`src/rtl/seq_divider.sv`:
```
// seq_divider: multi-cycle unsigned restoring divider, one quotient bit per clock.
// Result packed as {remainder, quotient} (HI:LO) with busy/done handshake.
module seq_divider #(
   parameter int WIDTH = 32,
   parameter int CNT_W = 6
) (
   input  logic               clk,
   input  logic               rst,
   input  logic               start,
   input  logic [WIDTH-1:0]   dividend,
   input  logic [WIDTH-1:0]   divisor,
   output logic               busy,
   output logic               done,
   output logic               div_zero,
   output logic [2*WIDTH-1:0] out
);
   typedef enum logic [1:0] {IDLE, RUN, DONE} state_e;
   state_e             state_q, state_d;
   logic [WIDTH:0]     rem_q, rem_d, shifted, diff;
   logic [WIDTH-1:0]   quot_q, quot_d, dvs_q, dvs_d;
   logic [CNT_W-1:0]   cnt_q, cnt_d;
   logic [2*WIDTH-1:0] out_q, out_d;
   logic               dz_q, dz_d;
   assign shifted  = {rem_q[WIDTH-1:0], quot_q[WIDTH-1]};
   assign diff     = shifted - {1'b0, dvs_q};
   assign busy     = state_q != IDLE;
   assign done     = state_q == DONE;
   assign div_zero = dz_q;
   assign out      = out_q;
   always_comb begin
      state_d = state_q;
      rem_d   = rem_q;
      quot_d  = quot_q;
      dvs_d   = dvs_q;
      cnt_d   = cnt_q;
      out_d   = out_q;
      dz_d    = dz_q;
      case (state_q)
         IDLE: if (start) begin
            rem_d   = '0;
            quot_d  = dividend;
            dvs_d   = divisor;
            cnt_d   = '0;
            state_d = (divisor == '0) ? DONE : RUN;
            if (divisor == '0) begin
               out_d = {dividend, {WIDTH{1'b1}}};
               dz_d  = 1'b1;
            end
         end
         RUN: begin
            // a borrow out of the WIDTH+1-bit subtraction means the divisor did not fit
            rem_d  = diff[WIDTH] ? shifted : diff;
            quot_d = {quot_q[WIDTH-2:0], ~diff[WIDTH]};
            cnt_d  = cnt_q + 1'b1;
            if (cnt_q == CNT_W'(WIDTH-1)) begin
               state_d = DONE;
               out_d   = {rem_d[WIDTH-1:0], quot_d};
               dz_d    = 1'b0;
            end
         end
         default: state_d = IDLE;
      endcase
   end
   always_ff @(posedge clk) begin
      if (rst) begin
         state_q <= IDLE;
         rem_q   <= '0;
         quot_q  <= '0;
         dvs_q   <= '0;
         cnt_q   <= '0;
         out_q   <= '0;
         dz_q    <= 1'b0;
      end else begin
         state_q <= state_d;
         rem_q   <= rem_d;
         quot_q  <= quot_d;
         dvs_q   <= dvs_d;
         cnt_q   <= cnt_d;
         out_q   <= out_d;
         dz_q    <= dz_d;
      end
   end
endmodule

```
`config.mk`:
```
export PLATFORM = sky130hd
export DESIGN_NAME = seq_divider
export DESIGN_NICKNAME = d
export VERILOG_FILES = /design/src/rtl/seq_divider.sv
export SDC_FILE = /design/constraint.sdc
export NUM_CORES = 1
export LEC_CHECK = 0
export BUFFER_PORTS_ARGS = -buffer_cell sky130_fd_sc_hd__buf_4
export CAP_MARGIN = 10
export CORE_UTILIZATION = 30
export CTS_BUF_LIST = sky130_fd_sc_hd__clkbuf_16
export DETAILED_ROUTE_END_ITERATION = 8
export PLACE_DENSITY = 0.45
export SLEW_MARGIN = 10
export SYNTH_ARGS = -nofsm -noshare
export SYNTH_HDL_FRONTEND = slang
export SYNTH_SLANG_ARGS = --single-unit
```
`constraint.sdc`:
```
create_clock -name clk -period 4.5 [get_ports clk]
set_input_delay 0.225 -clock clk [delete_from_list [all_inputs] [get_ports clk]]
set_output_delay 0.225 -clock clk [all_outputs]
set_load 0.05 [all_outputs]
```
==> results.cfg, run 1 <==
[setup_path]
crit_fanout = 21
reg2reg_depth = 12
setup.worst_path.class = register to register
crit_chain = inv_1 > ha_1 > inv_1 > fa_1 > a211oi_1 > o21a_1 > a221o_1 > a211oi_1 > or3_1 > nand3_2 > o41ai_1 > a2111oi_1
cp-end-kind = register
slowest_stage = o41ai_1
path_delay_family = compound AO/OA/AOI/OAI gates
setup.worst_path.start_class = register
critPathCapture = out[61]
cp_num_buf_inv = 2
crit_cells = 12
r2r_end = out[61]
ff2ff_setup_slack_ns = 0.68
max_stage_delay_ns = 0.65
cp.required_ns = 4.79
r2r_start = quot_q[31]
arrival_ns = 4.10
cp-startpoint = quot_q[31]

[clock_network]
cts_setup_buffers = 0
cts_root_buf = clkbuf_16
clk_latency_ns = 0.44
post_cts_resized = 0
postCtsHoldBufs = 0
clk_pin_slew_ns = 0.07
clk_path_buf_depth = 2
cts_tree = built
cts_inserted_buffers = 17
htreeDepth = 4
cts_sinks = 169

[synth]
synthArstFlopShare_pct = 0
syn_inst = 1169
synth_seq_cells = 169
synthesis.nets = 1270
synth_edf_count = 0
synth_cell_types = 71
synth.cells.most_frequent = nand2_1, dfxtp_1, nor2_1, a21oi_1, o21ai_0
syn_area_per_cell_um2 = 7.75
ys_seq_area_share_pct = 37.3
yosys_warnings = 0
yosysTopAreaCellShare_pct = 37.3
synth_most_common_cell = nand2_1
synth_area_mm2 = 0.00906
synth_top_area_cell = dfxtp_1
synthFlopType = dfxtp_1
synth_area_leaders = dfxtp_1, nand2_1, a21oi_1, a211oi_1, nor2_1

[placement]
hpwl_um = 22900
placed_area_mm2 = 0.0104
dp.cells = 1627
gp_congestion = 0.817
portBuffers = 133

[sta]
rsz0062_at_grt = false
drv_slew = 0
setup_tns_ns = 0
relSlewSlack_pct = 32.9
holdWs_ns = 0.0436
post-route-min-period_ns = 3.82
fin_crit_sh_pct = 84.8
final.setup_skew_ns = 0.0124
fmax_mhz = 262
worstMarginPinSlew_ns = 1.00
finalHoldViolations = 0
setup-violations-final = 0

[final_layout]
multi_input_area_mm2 = 0.00517
final_cells = 1659
final_nets = 1357
register_area_mm2 = 0.00338
fin_area_mm2 = 0.0110
drive_gt1_share_pct = 16.1
area_growth_pct = 20.8
diodes = 0
post-route-util_pct = 36.9
fillCellCount = 3224

[flow_run]
max-cap-violations = 0

[detailed_routing]
drc = 0
dr_total_vias = 8647
wl_per_cell_um = 18.3
firstDrtPassIters = 5
viasPerCell = 5.21
wirelength_um = 30300
postRouteAntennaNets = 0
dr.first_iter.drc_count = 572

[outcome]
status = finished, final reports clean

[power_and_ir_drop]
leakage_uw = 0.00426
power_density_mw_per_mm2 = 897
ir_drop_v = 0.000581

[global_route]
grt_max_degree = 53
overflow = 0
grt_pass1_wl_um = 47300
grt_pass1_vias = 8070
antenna_found_initial = 0
gr-usage-all-layers_pct = 19.7

[floorplan]
fp.dieW_um = 176
initial_core_util_pct = 30.5
pin_count = 134
dieHeight_um = 176
core-area_mm2 = 0.0297
placementRows = 63
dieArea_mm2 = 0.0309

[min_path]
hold_path_class = primary input to register
[sequential cells by signal, summed over array words and instances (netlist names)]
signal and cells:
div_zero 1, cnt_q 6, out 64, quot_q 32
dvs_q 32, rem_q 32, state_q 2
[worst min-delay path by stage]
stage,cells after the start,endpoint,slack [ns],from
2_1_floorplan,2,dvs_q[10],0.36,divisor[10]
3_3_place_gp,2,out[48],0.44,out[48]
3_5_place_dp,2,dvs_q[9],0.45,dvs_q[9]
4_1_cts,3,dvs_q[12],0.03,divisor[12]
5_1_grt,3,dvs_q[11],0.04,divisor[11]
6_report,3,dvs_q[12],0.04,divisor[12]
[per-layer routing]
metal  up-vias  wire [µm]  global-route usage (%)
met5         -          0                       0
met4         0        320                    4.35
met3        25       1280                    2.51
met2       222      13000                    29.5
met1      4010      15700                    29.6
li1       4390          -                       -
[logic make-up (layout without fill, tap and decap cells)]
| group | after synthesis | after routing | share of synthesized area (%) |
|---|---|---|---|
| AOI/OAI and AO/OA | 378 | 378 | 28.2 |
| xor gates and xnor gates | 24 | 24 | 2.32 |
| adders and majority gates | 34 | 34 | 4.78 |
| buffers and inverters | 129 | 229 | 5.84 |
| DFF | 169 | 169 | 37.3 |
| muxes | 7 | 7 | 0.828 |
| and+or+nand+nor | 428 | 428 | 20.7 |
[final cells by class]
class | count | area share (%)
multi-input combinational | 871 | 47.2
sequential | 169 | 30.9
timing repair buffer | 151 | 10.5
tap | 390 | 4.46
clock buffer | 17 | 3.88
inverter | 46 | 1.58
clock inverter | 15 | 1.49
[layout by cell type (no fill, tap or decap), types with 5 or more instances in the layout]
cell type  Yosys  final
xnor2_1       16     16
a21oi_1       92     92
and3_1         6      6
o21a_1        15     15
inv_1         46     46
nand2_1      212    212
nor3_1         9      9
nand4_1       16     16
a22o_1         6      6
dfxtp_1      169    169
mux2i_1        6      6
nor2b_1        8      7
o31ai_1        8      8
o211ai_1      12     12
buf_4          4    150
a311oi_1      36     36
a21o_1        10     10
ha_1          33     33
nor4_1        15     15
nand3_1       20     20
xor2_1         8      8
clkbuf_16      0     17
a211oi_1      57     57
o21ai_0       76     76
nor2_1       112    109
and2_1         5      5
o31a_1        13     13
[through the flow]
| step | power (µW) | setup WS (ns) |
|---|---|---|
| after floorplan | 6680 | 1.52 |
| after global placement | 8340 | 0.892 |
| after detailed placement | 8310 | 0.723 |
| after CTS | 9810 | 0.681 |
| after global routing | 10500 | 0.330 |
| final | 9820 | 0.683 |
[worst reg2reg max path, stage by stage (launching register included)]
cell	delay (ns)
dfxtp_1	0.36
inv_1	0.06
ha_1	0.21
inv_1	0.07
fa_1	0.23
a211oi_1	0.09
o21a_1	0.25
a221o_1	0.42
a211oi_1	0.31
or3_1	0.36
nand3_2	0.49
o41ai_1	0.66
a2111oi_1	0.15
[report_power, final]
part	switching [µW]	leakage, µW	internal [µW]
sequential	213	0.00137	1670
combinational	4160	0.00260	2300
clock	731	0.000282	742
Power figures use the tool's default switching activity.
==> inputs of run 2 (changes only) <==
--- a/config.mk
+++ b/config.mk
@@ -5,12 +5,13 @@
 export SDC_FILE = /design/constraint.sdc
 export NUM_CORES = 1
 export LEC_CHECK = 0
+export ABC_AREA = 1
 export BUFFER_PORTS_ARGS = -buffer_cell sky130_fd_sc_hd__buf_4
 export CAP_MARGIN = 10
 export CORE_UTILIZATION = 30
 export CTS_BUF_LIST = sky130_fd_sc_hd__clkbuf_16
 export DETAILED_ROUTE_END_ITERATION = 8
-export PLACE_DENSITY = 0.45
+export PLACE_DENSITY = 0.47
 export SLEW_MARGIN = 10
 export SYNTH_ARGS = -nofsm -noshare
 export SYNTH_HDL_FRONTEND = slang
==> constraint.sdc (replaced) <==
create_clock -name clk -period 3.1 [get_ports clk]
set_input_delay 0.155 -clock clk [delete_from_list [all_inputs] [get_ports clk]]
set_output_delay 0.155 -clock clk [all_outputs]
set_load 0.05 [all_outputs]
==> results.cfg, run 2 <==
[setup_path]
r2r_end = out[33]
reg2reg_depth = 17
cp-end-kind = register
setup.worst_path.class = primary input to register
crit_fanout = 42
arrival_ns = 3.09
ff2ff_setup_slack_ns = 0.53
setup.worst_path.start_class = primary input
r2r_start = quot_q[31]
cp.required_ns = 3.43

[final_layout]
final_common_cell = nand2_1
area_growth_pct = 20.3
fin_area_mm2 = 0.0125
drive_gt1_share_pct = 16.6
largest_register_ffs = 64
final_cell_mix = nand2_1, inv_1, dfxtp_1
diodes = 0
final_nets = 1802

[clock_network]
clk_latency_ns = 0.44
clk_pin_slew_ns = 0.07
cts_root_buf = clkbuf_16
clk_path_buf_depth = 2
htreeDepth = 4
cts_inserted_buffers = 17
cts_tree = built
cts_sinks = 169
post_cts_resized = 0

[power_and_ir_drop]
swShare_pct = 47.8
power_density_mw_per_mm2 = 834
pwr-share-clk_pct = 21.9
leakage_uw = 0.00620
p_int_uw = 5430
p_switching_uw = 4960
comb_power_share_pct = 51.0
seqPwrFrac_pct = 27.1
ir_drop_v = 0.000446

[detailed_routing]
wl_per_cell_um = 15.0
postRouteAntennaNets = 0
firstDrtPassIters = 5
drc = 0
dr.first_iter.drc_count = 523
viasPerCell = 4.55
wirelength_um = 32400
dr_total_vias = 9828

[synth]
synth_most_common_cell = nand2_1
yosysTopAreaCellShare_pct = 32.6
synthArstFlopShare_pct = 0
synth_seq_cells = 169
synth_top_area_cell = dfxtp_1
syn_inst = 1588
synth_cell_types = 40
synth_area_leaders = dfxtp_1, nand2_1, inv_1, a21oi_1, nand3_2
synthesis.nets = 1689
yosys_warnings = 0
synthFlopType = dfxtp_1
synth_area_mm2 = 0.0104
syn_area_per_cell_um2 = 6.53
ys_seq_area_share_pct = 32.6
synth_edf_count = 0
synth.cells.most_frequent = nand2_1, inv_1, dfxtp_1, a21oi_1, nor2_1

[sta]
relSlewSlack_pct = 33.7
setup_tns_ns = 0
worstMarginPinSlew_ns = 0.995
post-route-min-period_ns = 2.76
rsz0062_at_grt = false
final.setup_skew_ns = 0.0111
fin_crit_sh_pct = 88.9
setup-violations-final = 0
fmax_mhz = 363
drv_slew = 0
setup_ws_ns = 0.345
finalHoldViolations = 0

[floorplan]
dieHeight_um = 188
initial_core_util_pct = 30.7
fp.dieW_um = 188
core-area_mm2 = 0.0338
pin_count = 134
dieArea_mm2 = 0.0353
placementRows = 67

[min_path]
holdPathEnd = dvs_q[22]
hold_path_class = primary input to register
worstHoldStart = divisor[22]
min_path_cells = 3

[global_route]
grt_util_met2_pct = 30.5
top_usage_layer = met2
grt_pass1_wl_um = 51600
grt_max_degree = 103
met1_usage_pct = 25.8
overflow = 0
gr-usage-all-layers_pct = 18.6
grt_pass1_vias = 9309
met3_usage_pct = 2.38
antenna_found_initial = 0

[placement]
portBuffers = 133
gp_congestion = 0.871
hpwl_um = 24100
placed_area_mm2 = 0.0116
dp_slack_ns = 0.445

[outcome]
status = finished, final reports clean

[flow_run]
max-cap-violations = 0
==> run 2: cell families after synthesis <==
logic type | synth area share, %
flops | 32.6
xor+xnor | 1.27
fa+ha+maj | 4.18
buf+inv | 13.4
simple gates | 34.3
compound gates | 14.2
==> run 2: through the flow <==
step / hold WS, ns / cells / power, µW / util, %
floorplan: 0.298 / 1588 / 6980 / -
global placement: 0.437 / 2104 / 8140 / 34.3
detailed placement: 0.442 / 2104 / 8160 / 34.3
CTS: 0.000375 / 2162 / 10500 / 36.9
global route: 0.00753 / 2162 / 11200 / 36.9
finish: 0.0115 / 2162 / 10400 / 36.9
==> run 2: cell type report <==
cell class                      count  area (µm²)
Clock buffer                       17         425
Clock inverter                     15         185
Fill cell                        3712       21300
Inverter                          251         946
Multi-Input combinational cell   1091        5600
Sequential cell                   169        3380
Tap cell                          448         561
Timing Repair Buffer              171        1360
==> run 2: worst max-delay path: stages <==
cell,delay (ns)
dlygate4sd3_1,0.53
buf_4,0.14
nor2_1,0.35
nand2_1,0.11
nor2_1,0.13
nand2_1,0.11
nor2_1,0.25
nor2_1,0.13
nor3_4,0.15
inv_2,0.33
buf_4,0.33
a21oi_1,0.17
nand3_1,0.10
nand2_1,0.06
inv_1,0.04
==> run 2: worst max path at each step <==
stage               endpoint  cells past startpoint        start
floorplan             out[0]                     17   quot_q[31]
global placement     out[53]                     14   divisor[0]
detailed placement   out[63]                     14   divisor[0]
CTS                  out[63]                     15  divisor[31]
global route         out[39]                     15  divisor[31]
finish               out[63]                     15  divisor[31]
==> run 2: metal layers <==
metal | up-vias | share of wire (%)
li1 | 5234 | -
met1 | 4405 | 50
met2 | 169 | 46
met3 | 20 | 2.9
met4 | 0 | 1.4
met5 | - | 0
==> run 2: timing repair <==
item                                    in CTS  in global routing
setup buffers                                0                  0
endpoints found under the setup margin       0                  0
hold endpoints to repair                    26                  0
hold buffers                                26                  0
==> run 2: power by group through the flow <==
stage	registers, µW	clock network (µW)	logic (µW)
final	2810	2280	5300
after global routing	2850	2430	5920
after CTS	2820	2340	5350
after detailed placement	2860	0	5300
after global placement	2870	0	5280
after floorplan	3190	0	3790
==> inputs of run 3 (changes only) <==
--- a/config.mk
+++ b/config.mk
@@ -12,6 +12,7 @@
 export CTS_BUF_LIST = sky130_fd_sc_hd__clkbuf_16
 export DETAILED_ROUTE_END_ITERATION = 8
 export PLACE_DENSITY = 0.47
+export RECOVER_POWER = 25
 export SLEW_MARGIN = 10
 export SYNTH_ARGS = -nofsm -noshare
 export SYNTH_HDL_FRONTEND = slang
==> results.cfg, run 3 (same netlist as run 2, synthesis figures left out) <==
[placement]
portBuffers = 133
hpwl_um = 24100
gp_congestion = 0.871
dp.cells = 2104
dp_slack_ns = 0.445

[power_and_ir_drop]
swShare_pct = 48.2
power_uw = 10300
leakage_uw = 0.00596
comb_power_share_pct = 50.5
seqPwrFrac_pct = 27.3
ir_drop_v = 0.000444
p_switching_uw = 4970
pwr-share-clk_pct = 22.2
p_int_uw = 5330
power_density_mw_per_mm2 = 841

[floorplan]
dieArea_mm2 = 0.0353
placementRows = 67
initial_core_util_pct = 30.7
pin_count = 134
core-area_mm2 = 0.0338
dieHeight_um = 188
fp.dieW_um = 188

[setup_path]
critPathCapture = out[63]
reg2reg_depth = 17
cp-end-kind = register
setup.worst_path.class = primary input to register
crit_chain = dlygate4sd3_1 > buf_4 > nor2_1 > nand2_1 > nor2_1 > nand2_1 > nor2_1 > nor2_1 > nor3_4 > inv_2 > buf_4 > a21oi_1 > nand3_1 > nand2_1 > inv_1
r2r_end = out[33]
cp-startpoint = divisor[31]
cp.required_ns = 3.43
setup.worst_path.start_class = primary input
cpMostUsedCell = nor2_1
slowest_stage = dlygate4sd3_1
ff2ff_setup_slack_ns = 0.53
crit_fanout = 42
r2r_start = quot_q[31]
max_stage_delay_ns = 0.53
arrival_ns = 3.09

[final_layout]
final_nets = 1802
final_common_cell = nand2_1
drive_gt1_share_pct = 13.2
diodes = 0
area_growth_pct = 18.1
final_cell_mix = nand2_1, inv_1, dfxtp_1
fillCellCount = 3767
largest_register_ffs = 64
final_cells = 2162

[detailed_routing]
wirelength_um = 32500
wl_met2_um = 14900
m1WireLength_um = 16000
routed.top_layer = met4
wl_per_cell_um = 15.0
postRouteAntennaNets = 0
viasPerCell = 4.57
routed-wl-met3_um = 1120
dr_total_vias = 9875
drc = 0
firstDrtPassIters = 6
dr.first_iter.drc_count = 531

[sta]
worstMarginPinSlew_ns = 1.00
setup-violations-final = 0
setup_tns_ns = 0
drv_slew = 0
final.setup_skew_ns = 0.0112
fmax_mhz = 362
setup_ws_ns = 0.341
rsz0062_at_grt = false
post-route-min-period_ns = 2.76
finalHoldViolations = 0
fin_crit_sh_pct = 89.0
relSlewSlack_pct = 33.1

[clock_network]
cts_inserted_buffers = 17
clk_pin_slew_ns = 0.06
postCtsHoldBufs = 26
htreeDepth = 4
cts_setup_buffers = 0
cts_root_buf = clkbuf_16
cts_tree = built
clk_latency_ns = 0.44
clk_path_buf_depth = 2
cts_sinks = 169
post_cts_resized = 0

[outcome]
status = finished, final reports clean

[min_path]
hold_path_class = primary input to register

[global_route]
antenna_found_initial = 0
grt_pass1_wl_um = 51600
grt_max_degree = 103
grt_pass1_vias = 9309
gr-usage-all-layers_pct = 18.6
overflow = 0

[flow_run]
max-cap-violations = 0
-- run 3: final cells by class --
cell class	count	area [µm²]	share of cell area [%]
inverter	251	946	7.73
tap	448	561	4.58
multi-input combinational	1091	5600	45.8
clock buffer	17	425	3.48
clock inverter	15	185	1.51
sequential	169	3380	27.6
timing repair buffer	171	1140	9.31
-- run 3: worst max-delay path: cells and delay by family --
family / cells / cell delay (ns)
AOI/OAI and AO/OA: 1 / 0.17
and+or+nand+nor: 9 / 1.38
buffers and inverters: 5 / 1.38
-- run 3: per-layer routing --
layer	vias up	GRT usage [%]
li1	5229	-
met1	4440	25.8
met2	187	30.5
met3	19	2.38
met4	0	4.60
met5	-	0
-- run 3: power by group through the flow --
stage | combinational [µW] | clock (µW) | sequential, µW
global placement | 5280 | 0 | 2870
CTS | 5350 | 2340 | 2820
finish | 5210 | 2290 | 2810
detailed placement | 5300 | 0 | 2860
global route | 5820 | 2430 | 2850
floorplan | 3790 | 0 | 3190
-- run 3: worst min path at each step --
stage            startpoint          to  cells after the start
2_1_floorplan  dividend[10]  quot_q[10]                      2
3_3_place_gp    dividend[6]   quot_q[6]                      3
3_5_place_dp   dividend[14]  quot_q[14]                      3
4_1_cts        dividend[24]  quot_q[24]                      3
5_1_grt        dividend[16]  quot_q[16]                      3
6_report       dividend[16]  quot_q[16]                      3
-- run 3: stage by stage --
step / area (µm²) / hold slack (ns) / util [%]
after floorplan: 10400 / 0.298 / -
after global placement: 11600 / 0.437 / 34.3
after detailed placement: 11600 / 0.442 / 34.3
after CTS: 12500 / 0.000375 / 36.9
after global routing: 12200 / 0.00753 / 36.2
final: 12200 / 0.00986 / 36.2
